==> src/rtl/pipeline_ctl_pkg.sv <==
// Shared types for the decode->execute sequencing controller: FSM states, the NOP
// control word the instruction register takes on a bubble, and the source-match helper.
package pipeline_ctl_pkg;

  typedef enum logic [1:0] {
    StResetHold = 2'd0,
    StRun       = 2'd1,
    StMemWait   = 2'd2,
    StFlush     = 2'd3
  } ctl_state_e;

  localparam int unsigned RegAddrW  = 4;
  localparam int unsigned FlushCntW = 2;

  // Execute-stage control word held by the instruction register.
  typedef struct packed {
    logic reg_write;
    logic data_read;
    logic data_write;
    logic stack_push;
    logic stack_pop;
    logic jump;
  } ex_ctrl_t;

  // A bubble captures this: nothing writes, reads, touches the stack or jumps.
  localparam ex_ctrl_t NopCtrl = '0;

  function automatic logic src_match(input logic                uses,
                                     input logic [RegAddrW-1:0] src,
                                     input logic [RegAddrW-1:0] dst);
    return uses & (src == dst);
  endfunction

endpackage

==> src/rtl/pipeline_ctl_hazard_detect.sv <==
// Load-use hazard compare between the decode sources and the load destination, either
// the one still in execute or the one whose read completed on the previous cycle.
module pipeline_ctl_hazard_detect
  import pipeline_ctl_pkg::*;
(
  input  logic [RegAddrW-1:0] a_addr_i,
  input  logic [RegAddrW-1:0] b_addr_i,
  input  logic                uses_a_i,
  input  logic                uses_b_i,
  input  logic [RegAddrW-1:0] c_addr_x_i,
  input  logic                data_read_x_i,
  input  logic                reg_write_x_i,
  input  logic                last_was_load_i,
  input  logic [RegAddrW-1:0] c_addr_load_i,
  output logic                hazard_o
);

  logic hit_x;
  logic hit_load;

  always_comb begin
    hit_x    = data_read_x_i & reg_write_x_i &
               (src_match(uses_a_i, a_addr_i, c_addr_x_i) |
                src_match(uses_b_i, b_addr_i, c_addr_x_i));
    // Latched path: the load's destination captured when its read was acked.
    hit_load = last_was_load_i &
               (src_match(uses_a_i, a_addr_i, c_addr_load_i) |
                src_match(uses_b_i, b_addr_i, c_addr_load_i));
    hazard_o = hit_x | hit_load;
  end

endmodule

==> src/rtl/pipeline_ctl.sv <==
// Decode->execute sequencing controller: PC/IR enables, bubbles for load-use and taken
// jumps, freeze during data-memory handshakes, and a saturating debug stall counter.
module pipeline_ctl
  import pipeline_ctl_pkg::*;
#(
  parameter int unsigned FLUSH_CYCLES = 1,
  parameter int unsigned CNT_W        = 8
) (
  input  logic                CLK,
  input  logic                RST,
  input  logic [RegAddrW-1:0] a_addr_d,
  input  logic [RegAddrW-1:0] b_addr_d,
  input  logic                uses_a_d,
  input  logic                uses_b_d,
  input  logic [RegAddrW-1:0] c_addr_x,
  input  logic                reg_write_x,
  input  logic                data_read_x,
  input  logic                data_write_x,
  input  logic                jump_taken_x,
  input  logic                mem_ack,
  output logic                pc_en,
  output logic                ir_load,
  output logic                ir_bubble,
  output logic                mem_req,
  output logic                busy,
  output logic [CNT_W-1:0]    stall_count
);

  localparam logic [FlushCntW-1:0] FlushInit = FlushCntW'(FLUSH_CYCLES - 1);

  ctl_state_e           state_q, state_d;
  logic [FlushCntW-1:0] flush_cnt_q, flush_cnt_d;
  logic [CNT_W-1:0]     stall_count_q, stall_count_d;
  logic                 access_done_q, access_done_d;
  logic                 last_was_load_q, last_was_load_d;
  logic [RegAddrW-1:0]  c_addr_q, c_addr_d;

  logic hazard;
  logic mem_pending;
  logic mem_done;

  pipeline_ctl_hazard_detect u_hazard_detect (
    .a_addr_i        (a_addr_d),
    .b_addr_i        (b_addr_d),
    .uses_a_i        (uses_a_d),
    .uses_b_i        (uses_b_d),
    .c_addr_x_i      (c_addr_x),
    .data_read_x_i   (data_read_x),
    .reg_write_x_i   (reg_write_x),
    .last_was_load_i (last_was_load_q),
    .c_addr_load_i   (c_addr_q),
    .hazard_o        (hazard)
  );

  // The IR still holds a memory instruction for one cycle after its ack; don't reissue it.
  assign mem_pending = (data_read_x | data_write_x) & ~access_done_q;
  assign mem_done    = mem_req & mem_ack;

  always_ff @(posedge CLK or posedge RST) begin
    if (RST) begin
      state_q <= StResetHold;
    end else begin
      state_q <= state_d;
    end
  end

  always_comb begin
    state_d     = state_q;
    flush_cnt_d = flush_cnt_q;
    unique case (state_q)
      StResetHold: state_d = StRun;
      StRun: begin
        if (mem_pending) begin
          if (!mem_ack) state_d = StMemWait;
        end else if (jump_taken_x && (FLUSH_CYCLES > 1)) begin
          state_d     = StFlush;
          flush_cnt_d = FlushInit;
        end
      end
      StMemWait: begin
        if (mem_ack) state_d = StRun;
      end
      StFlush: begin
        flush_cnt_d = flush_cnt_q - 1'b1;
        if (flush_cnt_q == 2'd1) state_d = StRun;
      end
      default: state_d = StResetHold;
    endcase
  end

  always_comb begin
    pc_en     = 1'b0;
    ir_load   = 1'b0;
    ir_bubble = 1'b0;
    mem_req   = 1'b0;
    unique case (state_q)
      StResetHold: ir_bubble = 1'b1;
      StRun: begin
        if (mem_pending) begin
          mem_req = 1'b1;
        end else if (jump_taken_x) begin
          pc_en     = 1'b1;
          ir_bubble = 1'b1;
        end else if (hazard) begin
          ir_bubble = 1'b1;
        end else begin
          pc_en   = 1'b1;
          ir_load = 1'b1;
        end
      end
      StMemWait: mem_req = 1'b1;
      StFlush: begin
        pc_en     = 1'b1;
        ir_bubble = 1'b1;
      end
      default: ir_bubble = 1'b1;
    endcase
  end

  assign busy        = (state_q != StRun);
  assign stall_count = stall_count_q;

  always_comb begin
    access_done_d   = mem_done;
    last_was_load_d = mem_done & data_read_x & reg_write_x;
    c_addr_d        = mem_done ? c_addr_x : c_addr_q;
    stall_count_d   = stall_count_q;
    if ((state_q != StResetHold) && !pc_en && (stall_count_q != '1)) begin
      stall_count_d = stall_count_q + 1'b1;
    end
  end

  always_ff @(posedge CLK or posedge RST) begin
    if (RST) begin
      flush_cnt_q     <= '0;
      stall_count_q   <= '0;
      access_done_q   <= 1'b0;
      last_was_load_q <= 1'b0;
      c_addr_q        <= '0;
    end else begin
      flush_cnt_q     <= flush_cnt_d;
      stall_count_q   <= stall_count_d;
      access_done_q   <= access_done_d;
      last_was_load_q <= last_was_load_d;
      c_addr_q        <= c_addr_d;
    end
  end

endmodule

==> config.mk <==
export PLATFORM = sky130hd
export DESIGN_NAME = pipeline_ctl
export DESIGN_NICKNAME = d
export VERILOG_FILES = /design/src/rtl/pipeline_ctl_pkg.sv /design/src/rtl/pipeline_ctl_hazard_detect.sv /design/src/rtl/pipeline_ctl.sv
export SDC_FILE = /design/constraint.sdc
export NUM_CORES = 1
export LEC_CHECK = 0
export ABC_AREA = 1
export CAP_MARGIN = 10
export CORE_UTILIZATION = 40
export CTS_BUF_LIST = sky130_fd_sc_hd__clkbuf_16
export DETAILED_ROUTE_END_ITERATION = 16
export DONT_BUFFER_PORTS = 1
export PLACE_DENSITY = 0.63
export SKIP_LAST_GASP = 1
export SLEW_MARGIN = 30
export SYNTH_ARGS = -nofsm -noshare
export SYNTH_HDL_FRONTEND = slang
export SYNTH_SLANG_ARGS = --single-unit
==> constraint.sdc <==
create_clock -name CLK -period 3.3 [get_ports CLK]
set_input_delay 0.495 -clock CLK [delete_from_list [all_inputs] [get_ports CLK]]
set_output_delay 0.495 -clock CLK [all_outputs]
set_load 0.1 [all_outputs]
## Word-level counts from Yosys, hierarchy flattened

Cells that the tools add are included.
Widths: inputs -> output; s select.

| storage, ports and cells | value |
|---|---|
| memories | 0 |
| input port bits | 21 |
| register bits | 18 |
| bits in latches | 0 |
| output and inout port bits | 13 |
| ROM bits | 0 |
| memory bits (writable) | 0 |

| operators by class | value |
|---|---|
| eq/ne operators | 14 |
| bitwise logic cells | 16 |
| shifts and indexed selects | 0 |
| div/mod/pow operators | 0 |
| reduce and logical (&&, ||, !) cells | 7 |
| muxes and demuxes | 18 |
| $add $sub $neg | 2 |
| order comparisons | 0 |
| $mul | 0 |

Operators with widths:

| operator | count |
|---|---|
| $eq 4x4->1 | 4 |
| $and 1x1->1 | 11 |
| $mux 1 | 10 |
| $add 8x1->8 const B | 1 |
| $mux 2 | 4 |
| $ne 2x2->1 const B | 4 |
| $ne 8x8->1 const B | 1 |
| $pmux 2 s4 | 1 |
| $pmux 1 s2 | 3 |
| $eq 2x1->1 const B | 2 |
| $eq 2x2->1 const B | 2 |
| $or 1x1->1 | 4 |
| $reduce_and 4->1 | 1 |
| $logic_and 1x1->1 | 2 |
| $logic_not 2->1 | 1 |
| $ne 2x1->1 const B | 1 |
| $reduce_bool 2->1 | 1 |
| $reduce_or 2->1 | 1 |
| $sub 2x1->2 const B | 1 |
| $logic_not 1->1 | 1 |
| $not 1->1 | 1 |

## Longest topological paths before layout

Gate-level depths: netlist (run 1).

| depth | value |
|---|---|
| depth in word-level cells | 12 |
| depth in mapped cells | 15 |
| gate-level depth less buffers | 15 |

## Hierarchy

From an unflattened synthesis (run 1), not the netlist that was laid out.

| second synthesis, totals | value |
|---|---|
| cells, all modules | 190 |
| area total of the unflattened synthesis | 1292.5 sq um |

By module, submodules not included:

| module | times used | cells each | sequential area each (sq um) | area an instance (sq um) |
|---|---|---|---|---|
| pipeline_ctl | 1 | 117 | 450.4 | 994.7 |
| pipeline_ctl_hazard_detect | 1 | 73 | 0.0 | 297.8 |

## Least setup slack after synthesis (run 1)

Ideal clock, no wire load.

| path | value |
|---|---|
| kind | reg2out |
| start point | register state_q[0] |
| end point | output ir_bubble |
| path buffers | 0 |
| slack | 0.121 ns |
| arrival time | 2.684 ns |
| cell stages (with the launch flop) | 6 |
| path through | dfrtp_1 ha_1 inv_1 nor2_1 a21oi_1 nor2_1 |

| between the ends | value |
|---|---|
| word-level cells in the longest chain between the ends | 3 |
| elaborated cells on any way between the ends | 5 |

RTL lines:

| element | RTL line | text |
|---|---|---|
| from (decl) | pipeline_ctl.sv:31 | `ctl_state_e state_q, state_d;` |
| from (signal assigned) | pipeline_ctl.sv:61 | `state_q <= StResetHold;` |
| from (signal assigned) | pipeline_ctl.sv:63 | `state_q <= state_d;` |
| $eq 2x2->1 or $logic_not 2->1 (tied branches) | pipeline_ctl.sv:96 | `unique case (state_q)` |
| $reduce_or 2->1 (no line) | -- |  |
| $pmux 1 s2 (*) | pipeline_ctl.sv:96 |  |
| to (decl) | pipeline_ctl.sv:23 | `output logic ir_bubble,` |

Every way passes the cells marked *; elsewhere a longest branch is shown, timed or not.

## Worst setup path after layout (run 1)

| path | value |
|---|---|
| start point | register state_q[0] |
| end point | output pc_en |

| between the ends | value |
|---|---|
| word-level cells in the longest chain between the ends | 2 |
| elaborated cells on any way between the ends | 3 |

RTL lines:

| element | RTL line | text |
|---|---|---|
| $eq 2x2->1 or $eq 2x1->1 (tied branches) | pipeline_ctl.sv:96 |  |
| $pmux 1 s2 (*) | pipeline_ctl.sv:96 |  |
| to (decl) | pipeline_ctl.sv:21 | `output logic pc_en,` |

Marks and branches as above.

==> results of run 1 <==
[flip-flops by register name, indices dropped and copies added, names as in the netlist]
| register | flops |
|---|---|
| flush_cnt_q | 2 |
| c_addr_q | 4 |
| last_was_load_q | 1 |
| state_q | 2 |
| access_done_q | 1 |
| stall_count | 8 |
[worst paths after layout]
kind | start | end | slack (ns) | cells after the start
max | state_q[0]$_DFFE_PP0P_ | pc_en | 1.06 | 5
min | RST | stall_count[7]$_DFFE_PP0P_ | 0.24 | 1
max reg2reg | state_q[0]$_DFFE_PP0P_ | stall_count[0]$_DFFE_PP0P_ | 1.28 | 9
min reg2reg | flush_cnt_q[0]$_DFFE_PP0P_ | flush_cnt_q[0]$_DFFE_PP0P_ | 0.47 | 1
max in group asynchronous | RST | c_addr_q[0]$_DFFE_PP0P_ | 2.61 | 1
min in group CLK | c_addr_x[3] | c_addr_q[3]$_DFFE_PP0P_ | 0.38 | 2
[metal layers]
metal	GRT usage [%]	share of wire [%]	up-vias
met2	31.23	47	36
met4	4.181	0.79	0
li1	-	-	594
met1	23.97	46	489
met3	5.442	6.3	5
met5	0	0	-
[synthesized netlist by cell type]
| cell | number |
|---|---|
| inv_1 | 20 |
| nor2_2 | 1 |
| inv_2 | 8 |
| xnor2_1 | 4 |
| nand2_4 | 2 |
| nor2_1 | 22 |
| a21oi_1 | 2 |
| nand2_2 | 2 |
| nand3_1 | 16 |
| nand3b_1 | 1 |
| a211oi_1 | 1 |
| dfrtp_1 | 18 |
| xor2_1 | 6 |
| o21ai_0 | 9 |
| nand2_1 | 68 |
| ha_1 | 5 |
[kinds of logic (layout without fill, tap and decap cells)]
family,after synthesis,count (layout)
AOI/OAI and AO/OA,12,12
adders and majority gates,5,5
DFF,18,18
buffers and inverters,28,44
xor gates and xnor gates,10,10
and+or+nand+nor,112,112
[area by class of cell]
cell class                      instances  share of cell area [%]
Inverter                               28                   7.241
Sequential cell                        18                   31.03
Tap cell                               31                   2.672
Timing Repair Buffer                   12                   6.207
Clock buffer                            3                   5.172
Clock inverter                          1                  0.2586
Multi-Input combinational cell        139                   47.41
[metrics by stage]
stage / util, % / std cells
3_5_place_dp: 48.52 / 228
4_1_cts: 51.30 / 232
6_report: 51.30 / 232
3_3_place_gp: 48.52 / 228
2_1_floorplan: - / 185
5_1_grt: 51.30 / 232
[layout by cell type (no fill, tap or decap)]
cell type	instances
a211oi_1	1
a21oi_1	1
a21oi_2	1
buf_4	12
clkbuf_16	3
clkinv_1	1
dfrtp_1	18
ha_1	5
inv_1	20
inv_2	8
nand2_1	68
nand2_2	2
nand2_4	2
nand3_1	16
nand3b_1	1
nor2_1	20
nor2_2	3
o21ai_0	9
xnor2_1	4
xor2_1	6
[worst max-delay path, delay by kind of cell (launching register included)]
kind,cells,cell delay [ns]
adder cells (fa/ha/maj),1,0.25
buffers and inverters,1,0.07
flip-flops,1,0.47
AND/OR/NAND/NOR,3,0.69
==> impl_metrics.csv, run 1 <==
group,metric,value,unit
synthesis,synth_seq_cells,18,
sta,grt_setup_unrepaired,"false",
floorplan,die-area,3314,um^2
grt,grt_max_degree,19,
sta,fin_skew,0.005731,ns
synthesis,yosysSeqAreaShare,36.47,%
route,drc,2,
run_status,outcome,"finished with violations",
grt,grt_pass1_vias,1115,
sta,setup_violations,0,
clock_tree,clkTransAtPathRegs,0.06,ns
grt,grt.total_usage,18.72,%
floorplan,core-area,2829,um^2
worst_setup_path,path_cells,"ha_1 > inv_1 > nor2_1 > nand2_1 > nand2_2",
clock_tree,cts.sinks,18,
clock_tree,clkLatencyLatePin,0.25,ns
route,antenna_left,0,
synthesis,yosysTopAreaCell,"dfrtp_1",
route,wl,2.648,mm
clock_tree,cts_root_buf,"clkbuf_16",
synthesis,synth.area.mux_share,0,%
finish,postLayoutCellArea,1451,um^2
sta,setup_tns,0,ns
clock_tree,numCtsBuffers,3,
placement,place_ws,1.209,ns
worst_setup_path,arrival,1.74,ns
sta,timing.final.ws_setup,1.063,ns
clock_tree,cts_tree,"yes",
sta,final-max-slew-violation-count,0,
sta,finalCriticalPeriod,2.237,ns
synthesis,yosys.area_share.simple,37.79,%
route,wire_per_inst,11.41,um
grt,grt_first_pass_wirelength,4.781,mm
finish,antenna_cells,0,
clock_tree,hold_buffers,0,
synthesis,synthAdderAreaFrac,5.066,%
placement,postPlaceCellArea,1373,um^2
grt,antenna_found_initial,0,
synthesis,synth-compound-area-share,5.066,%
floorplan,die_x,57.57,um
finish,area_growth,17.53,%
synthesis,synth_area,1235,um^2
synthesis,yosysUniqueCellTypes,16,
synthesis,synth_warnings,0,
grt,grt-ovfl-total,0,
sta,finalCritPeriodShare,67.77,%
synthesis,syn_avg_cell_area,6.675,um^2
placement,gp_congestion,0.8683,
route,vias_per_cell,4.845,
finish,final_nets,228,
synthesis,syn_inst,185,
sta,slew_headroom,52.95,%
worst_setup_path,critPathMaxStageDelay,0.47,ns
worst_setup_path,worst_setup_path_end_kind,"primary output",
placement,port_buffers,0,
finish,multi_input_area,688.2,um^2
synthesis,synth_top_area_share,36.47,%
synthesis,synth_xor_area_share,7.092,%
worst_setup_path,slowest_stage,"dfrtp_1",
run_status,violations,"DRC",
synthesis,synth_top_family_by_area,"simple AND/OR/NAND/NOR gates",
finish,regArea,450.4,um^2
worst_setup_path,cp-start-kind,"flop",
synthesis,yosys-top-cells-area,"dfrtp_1 36%, nand2_1 21%, nor2_1 6.7%",
placement,dp_hpwl,2.096,mm
worst_setup_path,cp_max_fo,6,
finish,drive_gt1_share,15.42,%
sta,worstMarginPinSlew,0.7049,ns
clock_tree,post_cts_resized,0,
worst_setup_path,crit_type,"flop to primary output",
sta,finalHoldViolations,0,
floorplan,start_util,43.65,%
sta,fmax,0.4471,GHz
floorplan,io-pin-count,34,
finish,fillerInstances,272,
hold_path,hold_path.class,"input port to asynchronous set/reset pin",
worst_setup_path,cp.required,2.80,ns
clock_tree,clock_path_buffers,2,
synthesis,syn-num-nets,211,
job,maxCapViolCount,0,
sta,whs,0.2409,ns
route,dr.pass1.iters,10,
route,vias,1124,
clock_tree,htreeDepth,1,
floorplan,rows,19,
clock_tree,postCtsSetupRepairBufs,0,
floorplan,die_h,57.57,um
route,drt_iter0_markers,55,
Power of run 1 is left out: the tool's default activity adds up to more than one toggle a clock period on the data nets, which glitch-free logic cannot reach.
==> inputs of run 2 (changes only) <==
- clock period: 3.3 -> 2.3 ns (I/O delays scaled with it)
==> run 2 against run 1 <==
Compared with the run above: hold slack worse by 0.14 ns; non-clock buffer count is 1 higher; final cell count increased by 0.43%; via count shrank 0.27%; die area unchanged; the flow still finishes with violations (DRC); register-to-register slack got worse by 0.72 ns; design area up 4.4%.
==> impl_metrics.csv, run 2 (synthesis results as in run 1) <==
group,metric,value,unit
sta,grt_setup_unrepaired,"false",
route,route.met2.wl,1.210,mm
worst_setup_path,path_cells,"inv_2 > nand2_1 > nand2_1 > nor2_2 > nand3_1 > nand2_1 > nand2_1 > nand3_1 > a21oi_1 > nor2_4 > buf_12",
finish,fillerInstances,271,
clock_tree,clkLatencyLatePin,0.25,ns
sta,worstMarginPinSlew,0.6984,ns
worst_setup_path,slowest_stage,"dfrtp_1",
sta,setup_violations,0,
route,antenna_left,0,
hold_path,hold_path.class,"input port to asynchronous set/reset pin",
sta,final-max-slew-violation-count,0,
finish,drive_gt1_share,16.34,%
sta,finalCritPeriodShare,91.99,%
sta,fin_skew,0.003137,ns
worst_setup_path,critPathMaxStageDelay,0.42,ns
sta,slew_headroom,53.39,%
sta,fmax,0.4727,GHz
route,vias,1121,
job,maxCapViolCount,0,
finish,regArea,450.4,um^2
route,maxUsedRoutingLayer,"met4",
grt,grt_pass1_vias,1114,
route,wl_met1,1.288,mm
clock_tree,cts_root_buf,"clkbuf_16",
clock_tree,postCtsSetupRepairBufs,0,
run_status,outcome,"finished with violations",
grt,grt_first_pass_wirelength,4.498,mm
clock_tree,htreeDepth,1,
finish,area_growth,22.69,%
route,drt_iter0_markers,63,
clock_tree,cts_tree,"yes",
clock_tree,post_cts_resized,0,
finish,largest_reg_flops,8,
finish,antenna_cells,0,
floorplan,rows,19,
grt,antenna_found_initial,0,
route,dr_wl_met3,143,um
clock_tree,clock_path_buffers,2,
worst_setup_path,worst_setup_path_end_kind,"primary output",
worst_setup_path,crit_type,"flop to primary output",
clock_tree,cts.sinks,18,
route,wire_per_inst,11.42,um
sta,finalCriticalPeriod,2.116,ns
clock_tree,numCtsBuffers,3,
worst_setup_path,arrival,1.77,ns
clock_tree,clkTransAtPathRegs,0.05,ns
floorplan,die-area,3314,um^2
finish,final_cell_mix,"68 x nand2_1, 20 x nor2_1, 19 x inv_1, 18 x dfrtp_1, 16 x nand3_1",
floorplan,start_util,43.65,%
finish,multi_input_area,703.2,um^2
worst_setup_path,crit_top_cell,"nand2_1",
placement,port_buffers,0,
route,vias_per_cell,4.811,
clock_tree,hold_buffers,0,
placement,dp_hpwl,2.111,mm
grt,grt-ovfl-total,0,
run_status,violations,"DRC",
floorplan,core-area,2829,um^2
grt,grt_max_degree,19,
sta,finalHoldViolations,0,
sta,whs,0.09605,ns
worst_setup_path,cp_max_fo,4,
floorplan,die_h,57.57,um
placement,gp_congestion,0.9330,
route,dr.pass1.iters,12,
route,drc,2,
finish,final_nets,229,
floorplan,die_x,57.57,um
finish,layout_commonest_cell,"nand2_1",
worst_setup_path,cp.required,1.96,ns
worst_setup_path,cp-start-kind,"flop",
route,wl,2.660,mm
floorplan,io-pin-count,34,
grt,grt.total_usage,17.32,%
[run 2: cell count changes in the layout (fill, tap and decap cells not counted)]
cell and delta:
buf_12 +3, inv_1 -1, nand2_4 +1, clkinvlp_4 +1, nor2_2 -2, nor2_4 +2
nand2_2 -1, buf_4 -2
[run 2: area by class of cell]
class | instances | share of cell area [%]
clock buffer | 3 | 4.955
multi-input combinational | 139 | 46.41
clock inverter | 1 | 0.2477
timing repair buffer | 13 | 8.918
tap | 31 | 2.560
sequential | 18 | 29.73
inverter | 28 | 7.184
[run 2: worst paths after layout]
path | startpoint | end | slack (ns) | depth (start not counted)
min | RST | stall_count[4]$_DFFE_PP0P_ | 0.1 | 1
max reg2reg | state_q[0]$_DFFE_PP0P_ | stall_count[0]$_DFFE_PP0P_ | 0.56 | 9
max in group asynchronous | RST | last_was_load_q$_DFF_PP0_ | 1.76 | 1
min reg2reg | flush_cnt_q[0]$_DFFE_PP0P_ | flush_cnt_q[0]$_DFFE_PP0P_ | 0.48 | 1
max | c_addr_q[1]$_DFFE_PP0P_ | ir_bubble | 0.18 | 11
min in group CLK | c_addr_x[3] | c_addr_q[3]$_DFFE_PP0P_ | 0.23 | 2
[run 2: metal layers]
layer  vias to the layer above  track usage [%]
met3                         2            2.494
met2                        32            30.07
li1                        598                -
met4                         0            6.272
met1                       489            21.81
met5                         -                0
[run 2: worst max-delay path: cells and delay by family (launching register included)]
kind            cells  cell delay [ns]
buf+inv             2             0.24
flops               1             0.42
compound gates      1             0.28
simple gates        8             0.59
[run 2: through the flow]
step           instance area [um^2]  setup TNS [ns]  setup slack (ns)  util, %  std cells
4_1_cts                        1515               0            0.1779    53.56        233
6_report                       1515               0            0.1843    53.56        233
3_3_place_gp                   1436               0            0.5134    50.77        229
3_5_place_dp                   1436               0            0.4561    50.77        229
2_1_floorplan                  1262         -0.4399           -0.1104        -        185
5_1_grt                        1515               0           0.05288    53.56        233
Power of run 2 is left out for the same reason.
